<file path="config.mk">
export PLATFORM = sky130hd
export DESIGN_NAME = sccb_target_flat
export DESIGN_NICKNAME = d
export VERILOG_FILES = /design/src/rtl/sccb_pkg.sv /design/src/rtl/sccb_target_if.sv /design/src/rtl/sccb_line_sync.sv /design/src/rtl/sccb_target.sv /design/src/flat_wrapper.sv
export SDC_FILE = /design/constraint.sdc
export NUM_CORES = 1
export LEC_CHECK = 0
export BUFFER_PORTS_ARGS = -buffer_cell sky130_fd_sc_hd__buf_4
export CORE_MARGIN = 8
export CORE_UTILIZATION = 55
export DETAILED_ROUTE_END_ITERATION = 8
export GPL_TIMING_DRIVEN = 0
export HOLD_SLACK_MARGIN = 0.1
export PLACE_DENSITY = 0.9
export SLEW_MARGIN = 40
export SYNTH_ARGS = -nofsm -noshare
export SYNTH_HDL_FRONTEND = slang
export SYNTH_SLANG_ARGS = --single-unit
</file>
<file path="constraint.sdc">
create_clock -name xclk -period 2.85 [get_ports xclk]
set_input_delay 0 -clock xclk [delete_from_list [all_inputs] [get_ports xclk]]
set_output_delay 0 -clock xclk [all_outputs]
set_load 0.02 [all_outputs]
</file>
<file path="src/rtl/sccb_pkg.sv">
// sccb_pkg: definitions shared by the SCCB target and the SCCB master.
//   sccb_state_e : protocol FSM states
//   SCCB_WR_BIT  : R/W bit value of a write ID byte
//   SCCB_RD_BIT  : R/W bit value of a read ID byte
//   shift_in()   : MSB-first bit shifter
package sccb_pkg;

  typedef enum logic [3:0] {
    IDLE      = 4'd0,
    ID        = 4'd1,
    ID_ACK    = 4'd2,
    SUB       = 4'd3,
    SUB_ACK   = 4'd4,
    WDATA     = 4'd5,
    WDATA_ACK = 4'd6,
    RDATA     = 4'd7,
    RD_NA     = 4'd8,
    WAIT_STOP = 4'd9
  } sccb_state_e;

  localparam logic SCCB_WR_BIT = 1'b0;
  localparam logic SCCB_RD_BIT = 1'b1;

  // Shift one serial bit into the LSB. The first bit received ends up as the MSB.
  function automatic logic [7:0] shift_in(input logic [7:0] cur, input logic b);
    return {cur[6:0], b};
  endfunction

endpackage

</file>
<file path="src/rtl/sccb_target_if.sv">
// sccb_target_if: SCCB pad-side signals.
//   sio_c     : SCCB clock from the master
//   sio_d_in  : resolved level of the sio_d pad
//   sio_d_out : level the target drives when sio_d_oe=1
//   sio_d_oe  : target tristate enable for sio_d
interface sccb_target_if;
  logic sio_c;
  logic sio_d_in;
  logic sio_d_out;
  logic sio_d_oe;

  modport master (output sio_c, output sio_d_in, input sio_d_out, input sio_d_oe);
  modport slave  (input sio_c, input sio_d_in, output sio_d_out, output sio_d_oe);
endinterface

</file>
<file path="src/rtl/sccb_line_sync.sv">
// sccb_line_sync: synchronizes sio_c/sio_d into the xclk domain.
// Then it detects edges and bus conditions on the synchronized lines.
//   xclk, rst      : clock, asynchronous active-high reset
//   sio_c, sio_d   : raw pad inputs
//   sc, sd         : synchronized levels
//   sc_rise/fall   : single-cycle edge strobes of sc
//   start / stop   : sd falling / rising while sc stays high
module sccb_line_sync #(
  parameter int SYNC_STAGES = 2
) (
  input  logic xclk,
  input  logic rst,
  input  logic sio_c,
  input  logic sio_d,
  output logic sc,
  output logic sd,
  output logic sc_rise,
  output logic sc_fall,
  output logic start,
  output logic stop
);

  logic [SYNC_STAGES-1:0] sc_pipe_r;
  logic [SYNC_STAGES-1:0] sd_pipe_r;
  logic                   sc_prev_r;
  logic                   sd_prev_r;

  // The synchronizer chain is followed by one edge-detect stage.
  // It resets to the idle-bus level (both lines high), so reset release causes no spurious edge.
  always_ff @(posedge xclk or posedge rst) begin
    if (rst) begin
      sc_pipe_r <= {SYNC_STAGES{1'b1}};
      sd_pipe_r <= {SYNC_STAGES{1'b1}};
      sc_prev_r <= 1'b1;
      sd_prev_r <= 1'b1;
    end else begin
      sc_pipe_r <= {sc_pipe_r[SYNC_STAGES-2:0], sio_c};
      sd_pipe_r <= {sd_pipe_r[SYNC_STAGES-2:0], sio_d};
      sc_prev_r <= sc_pipe_r[SYNC_STAGES-1];
      sd_prev_r <= sd_pipe_r[SYNC_STAGES-1];
    end
  end

  assign sc      = sc_pipe_r[SYNC_STAGES-1];
  assign sd      = sd_pipe_r[SYNC_STAGES-1];
  assign sc_rise = sc & ~sc_prev_r;
  assign sc_fall = ~sc & sc_prev_r;
  // sc must be high on both samples, so an sd change next to an sc edge is not a condition.
  assign start   = sc & sc_prev_r & sd_prev_r & ~sd;
  assign stop    = sc & sc_prev_r & ~sd_prev_r & sd;

endmodule

</file>
<file path="src/rtl/sccb_target.sv">
// sccb_target: SCCB camera-side responder.
// It decodes 3-phase writes (ID, sub-address, data) and 2-phase reads (ID|R, data).
//   xclk, rst        : system clock, asynchronous active-high reset
//   bus (slave)      : sio_c / sio_d_in / sio_d_out / sio_d_oe pad signals
//   wr_valid         : one-cycle pulse when a write completes
//   wr_addr/wr_data  : sub-address and data of that write
//   rd_addr          : last received sub-address, held for the register file
//   rd_data          : register-file data for rd_addr, loaded at the start of a read byte
//   busy             : high from START until STOP or abort
module sccb_target
  import sccb_pkg::*;
#(
  parameter logic [6:0] DEV_ID      = 7'h21,
  parameter int         SYNC_STAGES = 2,
  parameter bit         ACK_EN      = 1'b1
) (
  input  logic              xclk,
  input  logic              rst,
  sccb_target_if.slave      bus,
  output logic              wr_valid,
  output logic [7:0]        wr_addr,
  output logic [7:0]        wr_data,
  output logic [7:0]        rd_addr,
  input  logic [7:0]        rd_data,
  output logic              busy
);

  logic sc_s, sd_s, sc_rise_s, sc_fall_s, start_s, stop_s;

  sccb_line_sync #(.SYNC_STAGES(SYNC_STAGES)) u_sync (
    .xclk    (xclk),
    .rst     (rst),
    .sio_c   (bus.sio_c),
    .sio_d   (bus.sio_d_in),
    .sc      (sc_s),
    .sd      (sd_s),
    .sc_rise (sc_rise_s),
    .sc_fall (sc_fall_s),
    .start   (start_s),
    .stop    (stop_s)
  );

  sccb_state_e state_r, state_nx;
  logic [2:0]  cnt_r, cnt_nx;
  logic [7:0]  shift_r, shift_nx, byte_s;
  logic        rw_r, rw_nx;
  logic        ninth_r, ninth_nx;   // 9th/last rise seen; the next fall ends the phase
  logic        oe_r, oe_nx, out_r, out_nx;
  logic [7:0]  sub_r, sub_nx, rd_addr_r, rd_addr_nx;
  logic [7:0]  wr_addr_r, wr_addr_nx, wr_data_r, wr_data_nx;
  logic        wr_valid_r, wr_valid_nx, busy_r;
  logic        oe_allow_s;

  // Compute the next state and all datapath/output register values.
  always_comb begin
    state_nx    = state_r;
    cnt_nx      = cnt_r;
    shift_nx    = shift_r;
    rw_nx       = rw_r;
    ninth_nx    = ninth_r;
    oe_nx       = oe_r;
    out_nx      = out_r;
    sub_nx      = sub_r;
    rd_addr_nx  = rd_addr_r;
    wr_addr_nx  = wr_addr_r;
    wr_data_nx  = wr_data_r;
    wr_valid_nx = 1'b0;
    byte_s      = shift_in(shift_r, sd_s);

    if (stop_s) begin
      state_nx = IDLE;
      cnt_nx   = 3'd0;
      ninth_nx = 1'b0;
      oe_nx    = 1'b0;
      out_nx   = 1'b0;
    end else if (start_s) begin
      // A repeated START also lands here and abandons any partial byte.
      state_nx = ID;
      cnt_nx   = 3'd0;
      ninth_nx = 1'b0;
      shift_nx = 8'h00;
      oe_nx    = 1'b0;
      out_nx   = 1'b0;
    end else begin
      case (state_r)
        ID, SUB, WDATA: begin
          if (sc_rise_s) begin
            shift_nx = byte_s;
            cnt_nx   = cnt_r + 3'd1;
            if (cnt_r == 3'd7) begin
              case (state_r)
                ID: begin
                  rw_nx    = byte_s[0];
                  state_nx = (byte_s[7:1] == DEV_ID) ? ID_ACK : WAIT_STOP;
                end
                SUB: begin
                  sub_nx     = byte_s;
                  rd_addr_nx = byte_s;
                  state_nx   = SUB_ACK;
                end
                default: state_nx = WDATA_ACK;
              endcase
            end else begin
              state_nx = state_r;
            end
          end else begin
            state_nx = state_r;
          end
        end

        ID_ACK, SUB_ACK, WDATA_ACK: begin
          if (sc_rise_s) begin
            ninth_nx = 1'b1;
          end else if (sc_fall_s) begin
            if (ninth_r) begin
              ninth_nx = 1'b0;
              oe_nx    = 1'b0;
              out_nx   = 1'b0;
              cnt_nx   = 3'd0;
              case (state_r)
                ID_ACK: begin
                  if (rw_r == SCCB_RD_BIT) begin
                    // Read data is sampled once, here, and its MSB driven immediately.
                    shift_nx = rd_data;
                    out_nx   = rd_data[7];
                    oe_nx    = 1'b1;
                    state_nx = RDATA;
                  end else begin
                    state_nx = SUB;
                  end
                end
                SUB_ACK: state_nx = WDATA;
                default: begin
                  wr_valid_nx = 1'b1;
                  wr_addr_nx  = sub_r;
                  wr_data_nx  = shift_r;
                  state_nx    = WAIT_STOP;
                end
              endcase
            end else begin
              // Fall after the 8th rise: start the ACK window.
              oe_nx  = ACK_EN;
              out_nx = 1'b0;
            end
          end else begin
            ninth_nx = ninth_r;
          end
        end

        RDATA: begin
          if (sc_rise_s) begin
            cnt_nx = cnt_r + 3'd1;
            if (cnt_r == 3'd7) begin
              ninth_nx = 1'b1;
            end else begin
              ninth_nx = ninth_r;
            end
          end else if (sc_fall_s) begin
            if (ninth_r) begin
              ninth_nx = 1'b0;
              oe_nx    = 1'b0;
              out_nx   = 1'b0;
              state_nx = RD_NA;
            end else begin
              shift_nx = {shift_r[6:0], 1'b0};
              out_nx   = shift_r[6];
            end
          end else begin
            ninth_nx = ninth_r;
          end
        end

        RD_NA: begin
          // The master's NA bit is a don't-care; its clock pulse only closes the byte.
          if (sc_rise_s) begin
            state_nx = WAIT_STOP;
          end else begin
            state_nx = RD_NA;
          end
        end

        IDLE, WAIT_STOP: begin
          oe_nx  = 1'b0;
          out_nx = 1'b0;
        end

        default: begin
          state_nx = IDLE;
          oe_nx    = 1'b0;
          out_nx   = 1'b0;
        end
      endcase
    end
  end

  // State register.
  always_ff @(posedge xclk or posedge rst) begin
    if (rst) begin
      state_r <= IDLE;
    end else begin
      state_r <= state_nx;
    end
  end

  // Datapath and output registers.
  always_ff @(posedge xclk or posedge rst) begin
    if (rst) begin
      cnt_r      <= 3'd0;
      shift_r    <= 8'h00;
      rw_r       <= 1'b0;
      ninth_r    <= 1'b0;
      oe_r       <= 1'b0;
      out_r      <= 1'b0;
      sub_r      <= 8'h00;
      rd_addr_r  <= 8'h00;
      wr_addr_r  <= 8'h00;
      wr_data_r  <= 8'h00;
      wr_valid_r <= 1'b0;
      busy_r     <= 1'b0;
    end else begin
      cnt_r      <= cnt_nx;
      shift_r    <= shift_nx;
      rw_r       <= rw_nx;
      ninth_r    <= ninth_nx;
      oe_r       <= oe_nx;
      out_r      <= out_nx;
      sub_r      <= sub_nx;
      rd_addr_r  <= rd_addr_nx;
      wr_addr_r  <= wr_addr_nx;
      wr_data_r  <= wr_data_nx;
      wr_valid_r <= wr_valid_nx;
      busy_r     <= (state_nx != IDLE);
    end
  end

  // While sc is high, only the read-data or ACK phases may drive the line.
  // Otherwise the target could collide with a master START/STOP.
  assign oe_allow_s = ~sc_s || (state_r == RDATA) || (state_r == ID_ACK) ||
                      (state_r == SUB_ACK) || (state_r == WDATA_ACK);

  assign bus.sio_d_oe  = oe_r & oe_allow_s;
  assign bus.sio_d_out = out_r;
  assign wr_valid      = wr_valid_r;
  assign wr_addr       = wr_addr_r;
  assign wr_data       = wr_data_r;
  assign rd_addr       = rd_addr_r;
  assign busy          = busy_r;

endmodule
</file>
<file path="src/flat_wrapper.sv">
// flat-port wrapper written by rule: the top's interface ports become plain ports
module sccb_target_flat import sccb_pkg::*;
#(
  parameter logic [6:0] DEV_ID      = 7'h21,
  parameter int         SYNC_STAGES = 2,
  parameter bit         ACK_EN      = 1'b1
)
  (xclk, rst, wr_valid, wr_addr, wr_data, rd_addr, rd_data, busy, bus_sio_c, bus_sio_d_in, bus_sio_d_out, bus_sio_d_oe);
  sccb_target_if bus_i ();
  input  logic xclk;
  input  logic rst;
  output logic wr_valid;
  output logic [7:0] wr_addr;
  output logic [7:0] wr_data;
  output logic [7:0] rd_addr;
  input  logic [7:0] rd_data;
  output logic busy;
  input wire logic [$bits(bus_i.sio_c)-1:0] bus_sio_c;
  input wire logic [$bits(bus_i.sio_d_in)-1:0] bus_sio_d_in;
  output wire logic [$bits(bus_i.sio_d_out)-1:0] bus_sio_d_out;
  output wire logic [$bits(bus_i.sio_d_oe)-1:0] bus_sio_d_oe;
  assign bus_i.sio_c = bus_sio_c;
  assign bus_i.sio_d_in = bus_sio_d_in;
  assign bus_sio_d_out = bus_i.sio_d_out;
  assign bus_sio_d_oe = bus_i.sio_d_oe;
  sccb_target #(.DEV_ID(DEV_ID), .SYNC_STAGES(SYNC_STAGES), .ACK_EN(ACK_EN)) u_core (.xclk(xclk), .rst(rst), .bus(bus_i), .wr_valid(wr_valid), .wr_addr(wr_addr), .wr_data(wr_data), .rd_addr(rd_addr), .rd_data(rd_data), .busy(busy));
endmodule
</file>
# Word-level counts from Yosys, hierarchy flattened
# Index checks and enable logic that the tools add are counted.
# W data, S select, Z words.
# word_totals
ff_bits	51
inputBits	12
out_inout_bits	28
elab_cells	155
# classes
add_sub_neg	1
eq_ne	29
n_mux	70
bitwise	16
n_reduce_logical	23
# op_table
operator	n
$mux W8	10
$mux W4	11
$mux W1	34
$pmux W8 S3	1
$mux W3	7
$ne A3 B1 Y1 const B	7
$ne A4 B1 Y1 const B	5
$pmux W4 S5	1
$reduce_and A6 Y1	3
$eq A4 B3 Y1 const B	4
$pmux W4 S2	2
$reduce_bool A4 Y1	4
$reduce_and A11 Y1	1
$reduce_and A5 Y1	2
$and A1 B1 Y1	8
$eq A4 B2 Y1 const B	2
$eq A4 B4 Y1 const B	2
$ne A4 B4 Y1 const B	2
$not A1 Y1	8
$reduce_or A4 Y1	2
$eq A7 B6 Y1 const B	1
$reduce_and A7 Y1	1
$ne A3 B3 Y1 const B	2
$pmux W1 S3	2
12 further kinds	17

# Depth between registers and ports, before layout
# Gate-level depths: netlist of the first run.
# logic_depth
depth_word	9
depth_mapped	8

# Cells and area by module
# A second synthesis of the first run with hierarchy kept.
# hier_totals
cells_unflattened	202
area_unflattened_um2	2441.1
# modules_own_cells
mod	n_inst	cells_per_inst	area_per_inst_um2
sccb_target	1	191	2247.2
sccb_line_sync	1	11	193.9

# Worst setup path before layout of the first run
# No wires, ideal clock.
# synth_path
kind	register to register
from	reg u_core.cnt_r[0]
to	reg u_core.busy_r, in the netlist u_core.busy
arrival_time_ps	1966
required_ps	2711
path_slack_ps	745
stages_incl_launch_ff	9
period_less_slack_ps	2105
cell_sequence	dfrtp_1 -> ha_1 -> ha_1 -> and3b_1 -> buf_2 -> a32o_1 -> a21oi_1 -> a2111oi_0 -> or4_1
# synth_between
elab_chain_cells	7
# synth_rtl
item	line_no	rtl
start, declared	sccb_target.sv:44	logic [2:0] cnt_r, cnt_nx;
start signal, assigned	sccb_target.sv:221	cnt_r <= cnt_nx;
$eq A3 B3 Y1	sccb_target.sv:90	if (cnt_r == 3'd7) begin
$mux W4	sccb_target.sv:90	
$mux W4	sccb_target.sv:87	if (sc_rise_s) begin
$pmux W4 S5	sccb_target.sv:85	case (state_r)
$mux W4	sccb_target.sv:76	end else if (start_s) begin
$mux W4	sccb_target.sv:70	if (stop_s) begin
via u_core.state_nx[2]	sccb_target.sv:43	sccb_state_e state_r, state_nx;
$reduce_bool A4 Y1	sccb_target.sv:232	busy_r <= (state_nx != IDLE);
end signal, assigned	sccb_target.sv:232	
end, declared	sccb_target.sv:51	logic wr_valid_r, wr_valid_nx, busy_r;
# The timed path passes the listed nets, and every way through them passes these cells.
# A chain may end at the register's enable or synchronous reset.

# Worst setup path in the final report of the first run
# layout_path
from	reg u_core.state_r[0]
to	out bus_sio_d_oe
# layout_between
elab_chain_cells	6
word_cells_on_any_way	9
# layout_rtl
item	line_no	rtl
start, declared	sccb_target.sv:43	
start signal, assigned	sccb_target.sv:201	state_r <= state_nx;
$eq A4 B3 Y1	sccb_target.sv:238	assign oe_allow_s = ~sc_s || (state_r == RDATA) || (state_r == ID_ACK) ||
$logic_or A1 B1 Y1 (3 in a row)	sccb_target.sv:238	
$logic_or A1 B1 Y1 (*)	sccb_target.sv:239	(state_r == SUB_ACK) || (state_r == WDATA_ACK);
$and A1 B1 Y1 (*)	sccb_target.sv:241	assign bus.sio_d_oe = oe_r & oe_allow_s;
end, declared	flat_wrapper.sv:21	output wire logic [$bits(bus_i.sio_d_oe)-1:0] bus_sio_d_oe;
# Mark *: on every way between the ends. The rest lies on a longest branch, timed or not.

==> flow_summary.ini, run 1 <==
[status]
status = finished, final reports clean

[yosys]
synth-edff-count = 0
syn_area_sq_um = 2420
synthCells = 208
synth_area_per_cell_sq_um = 11.6
ys_warn_count = 0
postSynth.asyncResetShare = 1.00
ys_seq_elements = 51
synth_cell_types = 47
synth_ff_type = dfrtp_1
syn_nets = 222
yosysSeqAreaShare = 0.531

[worst_setup_path]
path_class = reg -> out
worstPathArrival_ns = 2.43
worstSetupStartpointType = flop
end_kind = primary output
path_delay_family = simple AND/OR/NAND/NOR gates
crit_buf_inv = 2
crit_chain = clkbuf_1, nor3_2, nor2_1, a21boi_0, buf_4
max_stage_delay_ns = 0.79
critPathMaxFanout = 10
crit_path_top_delay_cell = nor3_2
cp.required_ns = 2.85

[global_routing]
grt_pass1_vias = 1844
grtUsageMet2 = 0.269
grt_first_pass_wirelength_um = 9220
grt_util_met3 = 0.0368
gr-usage-met1 = 0.234
grt_max_degree = 31
antenna_found_initial = 0
track_usage = 0.178
grt_overflow = 0
grt.busiest_layer = met2

[route]
avgRoutedWirePerCell_um = 17.9
via_per_inst = 5.92
routed_wl_um = 5720
drc = 0
num_vias = 1890
ant_nets = 0
drt_pass1_iterations = 4
drt_iter0_drc = 119

[power_and_ir_drop]
pwr-share-seq = 0.557
power_frac_comb = 0.180
power.density_nw_per_um2 = 528
peakVddDrop_uv = 381
p_leak_nw = 1.42
p_sw_frac = 0.306
power_switching_mw = 0.485
p_clk_frac = 0.262
internal_power_mw = 1.10

[layout]
area_growth_pct = 24.1
mostFrequentLayoutCells = 45 x dfrtp_1, 39 x buf_4, 25 x mux2_2, 15 x a21oi_1
final_common_cell = dfrtp_1
antenna_cells = 0
drive_above_1_share = 0.345
final_nets = 280
final_area_sq_um = 3000

[placement]
dp_hpwl_um = 4010
place.port_buffers = 39
place_area_sq_um = 2800
gp_congestion = 0.923

[clocking]
cts_buffer_depth = 2
cts_tree = built
cts.repair.resized = 0
path_clk_slew_ns = 0.09
root_buffer = clkbuf_8
clock_latency_ns = 0.31
cts_hold_buffers = 11
numCtsBuffers = 5
cts.sinks = 51
h-tree-depth = 2
postCtsSetupBuffers = 0

[timing]
period_share = 0.852
relSlewSlack = 0.400
finalSetupViolCount = 0
fin_skew_ns = 0.00786
fmax_mhz = 412
finalSetupTns_ns = 0
worst_pin_slew_ns = 0.895
drv_slew = 0
min_period_ns = 2.43
grt_setup_unrepaired = no
hold_viol_final = 0

[floorplan]
die_y_um = 82.3
coreArea_sq_um = 4290
initial_core_util = 0.563
ioPinCount = 40
die_area_sq_um = 6770
die_w_um = 82.3
num_rows = 24

[min_path]
hp-class = in -> async

[flow_run]
drv_cap = 0
-- final timing paths --
path	cells after the start	slack, ns	endpoint	start
setup reg to reg	5	0.47	u_core.rd_addr[4]	u_core.u_sync.sc_pipe_r[1]
max in group asynchronous	4	2.16	u_core.u_sync.sc_prev_r	rst
hold / removal	3	0.19	u_core.wr_data[3]	rst
hold reg to reg	0	0.36	u_core.u_sync.sc_pipe_r[1]	u_core.u_sync.sc_pipe_r[0]
min in group xclk	2	0.34	u_core.u_sync.sd_pipe_r[0]	bus_sio_d_in
setup / recovery	5	0.42	bus_sio_d_oe	u_core.state_r[0]
-- power by group through the flow --
stage | combinational [mW] | clock (mW) | sequential (mW)
after floorplan | 0.197 | 0 | 0.866
after global placement | 0.256 | 0 | 0.886
after detailed placement | 0.268 | 0 | 0.892
after CTS | 0.283 | 0.424 | 0.880
after global routing | 0.316 | 0.452 | 0.891
final | 0.285 | 0.415 | 0.883
-- worst min-delay path, cell delays in order --
cell and delay (ns):
dlygate4sd3_1 0.53, buf_4 0.14, inv_4 0.21
-- logic make-up (layout without fill, tap and decap cells) --
kind of cell	count (synthesis)	count (layout)	share of synthesized area
compound gates	46	46	0.129
xor+xnor	1	1	0.00362
fa+ha+maj	2	2	0.0104
buf+inv	16	75	0.0279
flops	51	51	0.531
mux	35	35	0.158
simple gates	57	57	0.140
-- flip-flops by register name, indices dropped and copies added, names as in the netlist --
register                 count
u_core.u_sync.sc_pipe_r      2
u_core.oe_r                  1
u_core.rw_r                  1
u_core.cnt_r                 3
u_core.wr_addr               8
u_core.shift_r               8
u_core.u_sync.sd_prev_r      1
u_core.state_r               4
u_core.ninth_r               1
u_core.wr_data               8
u_core.wr_valid              1
u_core.busy                  1
u_core.bus.sio_d_out         1
u_core.rd_addr               8
u_core.u_sync.sc_prev_r      1
u_core.u_sync.sd_pipe_r      2
-- per-layer routing --
metal,wire length (um),vias to the layer above,part of all wire
li1,-,877,-
met2,2750,74,0.48
met1,2410,921,0.42
met5,0,-,0
met3,381,18,0.067
met4,182,0,0.032
-- cell type report --
cell class	instances	area (sq um)
repair buffers	51	423
clock inverters	2	13.8
inverters	6	25.0
multi-input cells	141	1070
clock buffers	6	72.6
plain buffers	10	45.0
well taps	52	65.1
flip-flops and latches	51	1280
fillers	304	1290
-- through the flow --
stage               cells  total power, mW  setup slack, ns  utilization  hold slack, ns
floorplan             208             1.06            0.745            -         0.00448
finish                319             1.58            0.423        0.698           0.188
global placement      299             1.14            0.503        0.646           0.108
CTS                   319             1.59            0.450        0.697           0.198
detailed placement    300             1.16            0.497        0.652         -0.0234
global route          319             1.66            0.328        0.698           0.218
-- Yosys cell counts (4+ instances only) --
library cell / instances / area, sq um
nand2_1: 11 / 41.3
dfrtp_1: 45 / 1130
nor2b_1: 4 / 25.0
inv_1: 6 / 22.5
mux2_2: 25 / 282
mux2i_1: 10 / 100
buf_2: 6 / 30.0
nand2b_1: 5 / 31.3
dfstp_2: 6 / 158
clkbuf_1: 4 / 15.0
a211oi_1: 9 / 67.6
o21ai_0: 6 / 30.0
nor2_1: 7 / 26.3
nand3_1: 7 / 35.0
a21oi_1: 15 / 75.1
(Power assumes the default switching activity.)
==> run 2: changes to the inputs <==
--- a/config.mk
+++ b/config.mk
@@ -5,7 +5,7 @@
 export SDC_FILE = /design/constraint.sdc
 export NUM_CORES = 1
 export LEC_CHECK = 0
-export BUFFER_PORTS_ARGS = -buffer_cell sky130_fd_sc_hd__buf_4
+export BUFFER_PORTS_ARGS = -buffer_cell sky130_fd_sc_hd__buf_2
 export CORE_MARGIN = 8
 export CORE_UTILIZATION = 55
 export DETAILED_ROUTE_END_ITERATION = 8
==> run 2 against run 1 <==
Net effect: die area is the same; routed wire length grew 3.7%; maximum frequency is 0.24% lower; critical endpoint is now u_core.shift_r[4]; largest power group unchanged; clock power increased by 29%; sequential power hardly changed; register-to-register slack worse by 0.05 ns; non-clock buffer count unchanged; power increased by 7.6%.
==> flow_summary.ini, run 2 (same netlist as run 1, synthesis figures left out) <==
[power_and_ir_drop]
power.density_nw_per_um2 = 579
p_clk_frac = 0.314
p_leak_nw = 1.43
p_sw_frac = 0.291
peakVddDrop_uv = 297
pwr-share-seq = 0.517
internal_power_mw = 1.21
power_frac_comb = 0.170
power_mw = 1.70
power_switching_mw = 0.495

[timing]
finalSetupViolCount = 0
relSlewSlack = 0.477
holdWs_ns = 0.173
drv_slew = 0
fmax_mhz = 411
fin_ws_ns = 0.417
worst_pin_slew_ns = 0.779
finalSetupTns_ns = 0
period_share = 0.854
fin_skew_ns = 0.00981
grt_setup_unrepaired = no
hold_viol_final = 0
min_period_ns = 2.43

[global_routing]
grt_max_degree = 32
track_usage = 0.185
grt_first_pass_wirelength_um = 9830
grt_overflow = 0
grt_pass1_vias = 2013
antenna_found_initial = 0

[clocking]
cts_buffer_depth = 2
path_clk_slew_ns = 0.10
cts.repair.resized = 0
root_buffer = clkbuf_8
cts.sinks = 51
cts_tree = built
h-tree-depth = 2
numCtsBuffers = 5
clock_latency_ns = 0.30
cts_hold_buffers = 11
postCtsSetupBuffers = 0

[layout]
mostFrequentLayoutCells = 45 x buf_2, 45 x dfrtp_1, 25 x mux2_2, 15 x a21oi_1
antenna_cells = 0
final_area_sq_um = 2940
final_core_utilization = 0.685
final_cells = 319
area_growth_pct = 21.7
final_nets = 280
drive_above_1_share = 0.348

[floorplan]
initial_core_util = 0.563
num_rows = 24
die_area_sq_um = 6770
die_w_um = 82.3
coreArea_sq_um = 4290
die_y_um = 82.3
ioPinCount = 40

[placement]
place.port_buffers = 39
dp.cells = 300
place_area_sq_um = 2700
pre_cts_ws_ns = 0.483
gp_congestion = 0.914
dp_hpwl_um = 4020

[route]
drt_pass1_iterations = 4
drc = 0
num_vias = 1952
drt_iter0_drc = 160
routed_wl_um = 5940
ant_nets = 0
via_per_inst = 6.12
avgRoutedWirePerCell_um = 18.6

[worst_setup_path]
critPathMaxFanout = 10
crit_path_start = u_core.u_sync.sc_pipe_r[1]
worstPathArrival_ns = 2.63
cp.required_ns = 3.05
reg2reg_from = u_core.u_sync.sc_pipe_r[1]
path_class = reg -> reg
end_kind = flop
worstSetupStartpointType = flop

[status]
status = finished, final reports clean

[flow_run]
drv_cap = 0

[min_path]
hp-class = in -> async
-- run 2: power by group through the flow --
stage	sequential, mW	clock, mW	combinational (mW)
global route	0.890	0.566	0.322
global placement	0.886	0	0.251
detailed placement	0.890	0	0.267
finish	0.880	0.534	0.289
floorplan	0.866	0	0.197
CTS	0.877	0.546	0.281
-- run 2: path summary, 6_finish.rpt --
path / slack (ns) / cells after the start / endpoint
max in group asynchronous: 2.18 / 4 / u_core.u_sync.sc_prev_r
worst max register to register: 0.42 / 7 / u_core.shift_r[4]
min in group xclk: 0.34 / 2 / u_core.u_sync.sd_pipe_r[0]
worst min-delay path: 0.17 / 3 / u_core.bus.sio_d_out
worst max-delay path: 0.42 / 7 / u_core.shift_r[4]
worst min register to register: 0.36 / 0 / u_core.u_sync.sd_pipe_r[1]
-- run 2: worst max-delay path, stage by stage, from the launching register on --
cell and delay [ns]:
dfstp_2 0.55, buf_2 0.20, nor2b_1 0.41, o211a_1 0.20, o21ai_1 0.28, and2_1 0.24, buf_2 0.17, a211oi_1 0.27
-- run 2: final cells by class --
cell class,count,area [sq um]
Tap cell,52,65.1
Timing Repair Buffer,51,325
Clock inverter,2,38.8
Multi-Input combinational cell,141,1080
Fill cell,313,1350
Inverter,6,25.0
Clock buffer,6,82.6
Buffer,10,45.0
Sequential cell,51,1280
-- run 2: routing by layer --
layer,part of all wire,global-route usage,vias to the layer above,wire length (um)
met5,0,0,-,0
met4,0.015,0.0842,0,89
met3,0.067,0.0303,9,398
met2,0.51,0.295,80,3020
met1,0.41,0.241,988,2430
li1,-,-,875,-
